[src/rtl/uart_pkg.sv]
// Shared definitions for the AGV sensor-link UART receiver.
package uart_pkg;

    // Receiver FSM states
    typedef enum logic [1:0] {
        ST_IDLE  = 2'd0,
        ST_START = 2'd1,
        ST_DATA  = 2'd2,
        ST_STOP  = 2'd3
    } rx_state_t;

    localparam int FRAME_BYTES = 6;
    localparam int BYTE_W      = 8;
    localparam int FRAME_W     = FRAME_BYTES * BYTE_W;
    localparam int IDX_W       = 3;

    // Counter width that can hold 0..n-1 (never narrower than one bit)
    function automatic int cnt_width(input int n);
        return (n <= 2) ? 1 : $clog2(n);
    endfunction

endpackage

[src/rtl/uart_byte_rx.sv]
// Single-byte 8N1 receiver: input synchronizer, mid-bit sampling FSM and bit counter.
// Emits byte_done or stop_err for one cycle after the stop-bit midpoint.
module uart_byte_rx
    import uart_pkg::*;
#(
    parameter int CLKS_PER_BIT = 87
) (
    input  logic              clk,
    input  logic              reset_n,
    input  logic              rx,
    output logic [BYTE_W-1:0] byte_data,
    output logic              byte_done,
    output logic              stop_err,
    output logic              active
);

    localparam int CW = cnt_width(CLKS_PER_BIT);
    localparam logic [CW-1:0] HALF_C = CW'(CLKS_PER_BIT / 2);
    localparam logic [CW-1:0] LAST_C = CW'(CLKS_PER_BIT - 1);

    logic              sync1_reg;
    logic              rx_s;
    rx_state_t         state_reg,   state_next;
    logic [CW-1:0]     cnt_reg,     cnt_next;
    logic [2:0]        bit_idx_reg, bit_idx_next;
    logic [BYTE_W-1:0] shift_reg,   shift_next;
    logic              armed_reg,   armed_next;
    logic              done_reg,    done_next;
    logic              err_reg,     err_next;

    // Two-flop synchronizer; line idles high so reset value is 1
    always_ff @(posedge clk or negedge reset_n) begin
        if (!reset_n) begin
            sync1_reg <= 1'b1;
            rx_s      <= 1'b1;
        end else begin
            sync1_reg <= rx;
            rx_s      <= sync1_reg;
        end
    end

    // FSM state, counters, data shift register and strobes
    always_ff @(posedge clk or negedge reset_n) begin
        if (!reset_n) begin
            state_reg   <= ST_IDLE;
            cnt_reg     <= '0;
            bit_idx_reg <= '0;
            shift_reg   <= '0;
            armed_reg   <= 1'b1;
            done_reg    <= 1'b0;
            err_reg     <= 1'b0;
        end else begin
            state_reg   <= state_next;
            cnt_reg     <= cnt_next;
            bit_idx_reg <= bit_idx_next;
            shift_reg   <= shift_next;
            armed_reg   <= armed_next;
            done_reg    <= done_next;
            err_reg     <= err_next;
        end
    end

    // Next-state logic: start edge detect, mid-bit sampling, stop check
    always_comb begin
        state_next   = state_reg;
        cnt_next     = cnt_reg + 1'b1;
        bit_idx_next = bit_idx_reg;
        shift_next   = shift_reg;
        armed_next   = armed_reg;
        done_next    = 1'b0;
        err_next     = 1'b0;

        case (state_reg)
            ST_IDLE: begin
                cnt_next = '0;
                // After a break the line must go high again before a new start is accepted
                if (rx_s) begin
                    armed_next = 1'b1;
                end else if (armed_reg) begin
                    state_next = ST_START;
                end
            end
            ST_START: begin
                if (cnt_reg == HALF_C) begin
                    cnt_next = '0;
                    if (rx_s) begin
                        state_next = ST_IDLE;
                    end else begin
                        state_next   = ST_DATA;
                        bit_idx_next = '0;
                    end
                end
            end
            ST_DATA: begin
                // Counter was re-centred at mid start bit, so LAST_C lands on mid data bit
                if (cnt_reg == LAST_C) begin
                    cnt_next                = '0;
                    shift_next[bit_idx_reg] = rx_s;
                    if (bit_idx_reg == 3'd7) begin
                        state_next = ST_STOP;
                    end else begin
                        bit_idx_next = bit_idx_reg + 3'd1;
                    end
                end
            end
            ST_STOP: begin
                // Leave at mid stop bit so the next start edge is never missed
                if (cnt_reg == LAST_C) begin
                    cnt_next   = '0;
                    state_next = ST_IDLE;
                    if (rx_s) begin
                        done_next = 1'b1;
                    end else begin
                        err_next   = 1'b1;
                        armed_next = 1'b0;
                    end
                end
            end
            default: begin
                state_next = ST_IDLE;
                cnt_next   = '0;
            end
        endcase
    end

    assign byte_data = shift_reg;
    assign byte_done = done_reg;
    assign stop_err  = err_reg;
    assign active    = (state_reg != ST_IDLE);

endmodule

[src/rtl/uart_frame_rx.sv]
// Six-byte frame receiver: collects bytes from uart_byte_rx into a frame,
// resyncs on inter-byte timeout, and publishes the three 16-bit words.
module uart_frame_rx
    import uart_pkg::*;
#(
    parameter int CLKS_PER_BIT = 87,
    parameter int TIMEOUT_BITS = 20
) (
    input  logic        clk,
    input  logic        reset_n,
    input  logic        Rx,
    output logic [15:0] max_distance_angle,
    output logic [15:0] min_distance_angle,
    output logic [15:0] obs_alert,
    output logic        frame_valid,
    output logic        frame_error,
    output logic        busy
);

    localparam int GAP_LIMIT = TIMEOUT_BITS * CLKS_PER_BIT;
    localparam int GW        = $clog2(GAP_LIMIT + 1);
    localparam logic [GW-1:0]    GAP_LAST_C = GW'(GAP_LIMIT - 1);
    localparam logic [IDX_W-1:0] LAST_IDX_C = IDX_W'(FRAME_BYTES - 1);

    logic [BYTE_W-1:0]  byte_data;
    logic               byte_done;
    logic               stop_err;
    logic               rx_active;

    logic [IDX_W-1:0]   byte_idx_reg;
    logic [GW-1:0]      gap_reg;
    logic               timeout_hit;
    logic [BYTE_W-1:0]  slot_reg [FRAME_BYTES-1];
    logic [FRAME_W-1:0] frame_w;
    logic [15:0]        max_reg, min_reg, obs_reg;
    logic               valid_reg, error_reg;

    uart_byte_rx #(
        .CLKS_PER_BIT(CLKS_PER_BIT)
    ) u_byte_rx (
        .clk      (clk),
        .reset_n  (reset_n),
        .rx       (Rx),
        .byte_data(byte_data),
        .byte_done(byte_done),
        .stop_err (stop_err),
        .active   (rx_active)
    );

    // Slots 0..4 are stored; the last byte is taken straight from the receiver
    genvar gi;
    generate
        for (gi = 0; gi < FRAME_BYTES - 1; gi++) begin : g_slot
            // Capture a good byte into its slot
            always_ff @(posedge clk or negedge reset_n) begin
                if (!reset_n) begin
                    slot_reg[gi] <= '0;
                end else if (byte_done && (byte_idx_reg == IDX_W'(gi))) begin
                    slot_reg[gi] <= byte_data;
                end
            end
            assign frame_w[gi*BYTE_W +: BYTE_W] = slot_reg[gi];
        end
    endgenerate
    assign frame_w[FRAME_W-1 -: BYTE_W] = byte_data;

    assign timeout_hit = !rx_active && (byte_idx_reg != '0) && (gap_reg == GAP_LAST_C);

    // Inter-byte gap counter: runs only while idle inside a partial frame
    always_ff @(posedge clk or negedge reset_n) begin
        if (!reset_n) begin
            gap_reg <= '0;
        end else if (rx_active || (byte_idx_reg == '0) || byte_done || stop_err || timeout_hit) begin
            gap_reg <= '0;
        end else begin
            gap_reg <= gap_reg + 1'b1;
        end
    end

    // Byte index, frame publication and error strobe
    always_ff @(posedge clk or negedge reset_n) begin
        if (!reset_n) begin
            byte_idx_reg <= '0;
            max_reg      <= '0;
            min_reg      <= '0;
            obs_reg      <= '0;
            valid_reg    <= 1'b0;
            error_reg    <= 1'b0;
        end else begin
            valid_reg <= 1'b0;
            error_reg <= 1'b0;
            if (stop_err) begin
                error_reg    <= 1'b1;
                byte_idx_reg <= '0;
            end else if (byte_done) begin
                if (byte_idx_reg == LAST_IDX_C) begin
                    max_reg      <= frame_w[15:0];
                    min_reg      <= frame_w[31:16];
                    obs_reg      <= frame_w[47:32];
                    valid_reg    <= 1'b1;
                    byte_idx_reg <= '0;
                end else begin
                    byte_idx_reg <= byte_idx_reg + 1'b1;
                end
            end else if (timeout_hit) begin
                byte_idx_reg <= '0;
            end
        end
    end

    assign max_distance_angle = max_reg;
    assign min_distance_angle = min_reg;
    assign obs_alert          = obs_reg;
    assign frame_valid        = valid_reg;
    assign frame_error        = error_reg;
    assign busy               = rx_active || (byte_idx_reg != '0);

endmodule

[config.mk]
export PLATFORM = sky130hd
export DESIGN_NAME = uart_frame_rx
export DESIGN_NICKNAME = d
export VERILOG_FILES = /design/src/rtl/uart_pkg.sv /design/src/rtl/uart_byte_rx.sv /design/src/rtl/uart_frame_rx.sv
export SDC_FILE = /design/constraint.sdc
export NUM_CORES = 1
export LEC_CHECK = 0
export ABC_AREA = 1
export CAP_MARGIN = 20
export CORE_MARGIN = 2
export CORE_UTILIZATION = 50
export DETAILED_ROUTE_END_ITERATION = 12
export GPL_ROUTABILITY_DRIVEN = 0
export GPL_TIMING_DRIVEN = 0
export HOLD_SLACK_MARGIN = 0.1
export MAX_ROUTING_LAYER = met4
export PLACE_DENSITY = 0.72
export SLEW_MARGIN = 10
export SYNTH_ARGS = -nofsm -noshare
export SYNTH_HDL_FRONTEND = slang
export SYNTH_SLANG_ARGS = --single-unit
[constraint.sdc]
create_clock -name clk -period 1.9 [get_ports clk]
set_input_delay 0.19 -clock clk [delete_from_list [all_inputs] [get_ports clk]]
set_output_delay 0.19 -clock clk [all_outputs]
set_load 0.1 [all_outputs]
==> impl_metrics.ini <==
[outcome]
status = finished, final reports clean

[layout]
syn2layout_area_growth_pct = 23.6
nFillCells = 858
multi_input_area_sq_um = 1670
drive_gt1_share_pct = 15.2
largest_reg_flops = 40
nNetsFinal = 666
final_area_sq_um = 6540
seq_area_sq_um = 3230
n_antenna_cell = 0

[synth]
yosysWarnings = 0
synthSimpleGateAreaFrac_pct = 18.9
synthFlopType = dfrtp_1
ys_top_cells_by_count = 151 x nand2_1, 126 x dfrtp_1, 77 x inv_1, 56 x o21ai_0, 48 x nor2_1
synth_area_leaders = dfrtp_1 60%, nand2_1 11%, inv_1 5.5%
avgSynthCellArea_sq_um = 9.09
synth_top_family_by_area = simple AND/OR/NAND/NOR gates
syn_inst = 582
syn-cell-area_sq_um = 5290
synth_cell_types = 25
synthArstFlopShare_pct = 100
ys_seq_area_share_pct = 61.1
synthAdderAreaFrac_pct = 1.42
synth_edf_count = 0
synth_compound_area_share_pct = 9.43
synth_fp_nets = 591
synth-xor-area-share_pct = 1.65
yosysMostFrequentCell = nand2_1
ys_ff_latch = 129
muxShareOfSynthArea_pct = 0
yosysTopAreaCell = dfrtp_1
yosysTopAreaCellShare_pct = 59.6

[placement]
dpl.hpwl_um = 7200
pre_cts_slack_ns = -0.107
dpl_cell_area_sq_um = 6020
numPortBuffers = 53

[setup_path]
critPathMaxFanout = 1
crit_type = flip-flop to output port
critical_path.top_delay_family = buffers and inverters
worst_path_max_delay_cell = clkdlybuf4s15_1
worstSetupStartpointType = flip-flop
crit_chain = clkdlybuf4s15_1
worst-path-stages = 1
cp-end-kind = output port
reg2reg_depth = 9
max_stage_delay_ns = 0.82
worst_ep_arrival_time_ns = 1.68
cp_num_buf_inv = 1
cp.required_ns = 1.71

[clock_network]
clk_pin_slew_ns = 0.06
cts_buffers = 17
clkSinkCount = 129
cts_buffer_depth = 2
cts_tree = built
insertion_delay_ns = 0.53
postCtsSetupBuffers = 0
htree_levels = 4
cts_root_buf = clkbuf_8

[global_routing]
grt_pass1_wl_um = 18200
grt_use_total_pct = 21.1
grt_max_degree = 67
grt_most_used_layer = met2
grt_use_met3_pct = 4.01
globalRouteOverflowTotal = 0
grt_use_met1_pct = 26.1
antenna_found_initial = 0
grt_pass1_vias = 3915
grt_use_met2_pct = 34.2

[sta]
fin_skew_ns = 0.00634
max_slew_margin_pct = 37.0
fmax_mhz = 534
period_needed_ns = 1.87
timing.hold.ws_ns = 0.215
hold_violations = 0
post-route-period-util_pct = 98.6
setup_viol = 0
slew_violations = 0
layout_setup_ws_ns = 0.0268
worst_slew_pin_slew_ns = 0.949
rsz0062_at_grt = no

[floorplan]
io_pins = 54
die_area_sq_um = 11400
core-area_sq_um = 10300
row_count = 37
initial_core_util_pct = 51.3
die_y_um = 107
fp.dieW_um = 107

[drt]
vias = 4011
drc_errors = 0
first_pass_iters = 4
routed_wl_um = 10600
vias_per_cell = 4.98
wire_per_inst_um = 13.2
drtAntennaViolNets = 0
drt_iter0_drc = 166

[pwr]
ir_worst_vdd_mv = 0.671
leakagePower_nw = 3.04
powerDensity_nw_per_um2 = 997

[worst_hold_path]
hp-class = input port to asynchronous set/reset pin

[job]
cap_violations = 0
## final timing paths
kind,startpoint,to,slack [ns]
worst min register to register,u_byte_rx.sync1_reg,u_byte_rx.rx_s,0.35
worst max-delay path,frame_error,frame_error,0.03
min in group clk,u_byte_rx.sync1_reg,u_byte_rx.rx_s,0.35
max in group asynchronous,reset_n,u_byte_rx.armed_reg,0.93
worst max register to register,byte_idx_reg[1],min_distance_angle[8],0.29
worst min-delay path,reset_n,max_distance_angle[3],0.21
## layer usage
layer / share of wire, % / wire, um
met1: 45 / 4770
met2: 49 / 5220
met3: 4.3 / 459
met4: 1.8 / 190
met5: 0 / 0
## timing repair
action	in CTS	in global routing
hold buffers	2	0
gates cloned	0	0
resized for setup	129	25
setup endpoints to repair	51	23
endpoints found under the hold margin	64	0
## where the power goes
| group | switching, W | internal [W] | leakage, nW |
|---|---|---|---|
| sequential | 0.0000612 | 0.00281 | 1.79 |
| combinational | 0.000409 | 0.000127 | 0.985 |
| clock | 0.00125 | 0.00188 | 0.271 |
| total | 0.00171 | 0.00481 | 3.04 |
## area by class of cell
cell class                 instances  area share, %
sequential                       129           49.4
multi-input combinational        358           25.5
timing repair buffer              56           7.69
clock buffer                      17           6.33
inverter                          78           4.47
tap                              136           2.60
clock inverter                    15           2.47
buffer                            17           1.59
## cells by family (layout without fill, tap and decap cells)
family	count (synthesis)	in the layout
simple gates	243	243
buf+inv	95	183
xor+xnor	10	10
compound gates	99	99
flops	129	129
fa+ha+maj	6	6
## placed cells by master, fill, tap and decap left out, types with 2 or more instances in the layout
cell             count
nor3_1              10
xnor2_1              3
clkdlybuf4s15_2     27
clkbuf_16           16
nand4_1              6
inv_1               77
dfrtp_1            126
buf_2                8
nor2_1              47
nand2_1            151
buf_6                5
a21oi_1             11
clkinv_2             2
dfstp_2              3
bufinv_16            2
clkinv_4             4
ha_1                 6
dlygate4sd3_1        2
xor2_1               7
clkbuf_1             5
clkdlybuf4s15_1      2
clkinvlp_4           4
nand3b_1             5
o21ai_1             30
inv_6                3
o21ai_0             56
clkbuf_2            22
nand3_1             20
## worst register-to-register path, stage by stage, from the launching register on
cell and delay, ns:
dfrtp_1 0.41, inv_1 0.08, nand2_1 0.06, inv_2 0.06, nand2_1 0.09, nor3_4 0.33
buf_6 0.22, buf_6 0.14, nand2_1 0.07, o21ai_1 0.08
## stage by stage
stage / setup TNS [ns] / std cells / util, % / total power (W)
final: 0 / 806 / 63.4 / 0.00653
after global routing: 0 / 806 / 63.4 / 0.00678
after CTS: -0.169 / 806 / 64.4 / 0.00658
after detailed placement: -0.107 / 772 / 58.3 / 0.00347
after global placement: -533.36 / 771 / 58.1 / 0.00344
after floorplan: 0 / 582 / - / 0.00330
Note: power is estimated with default switching activity, not from simulation.
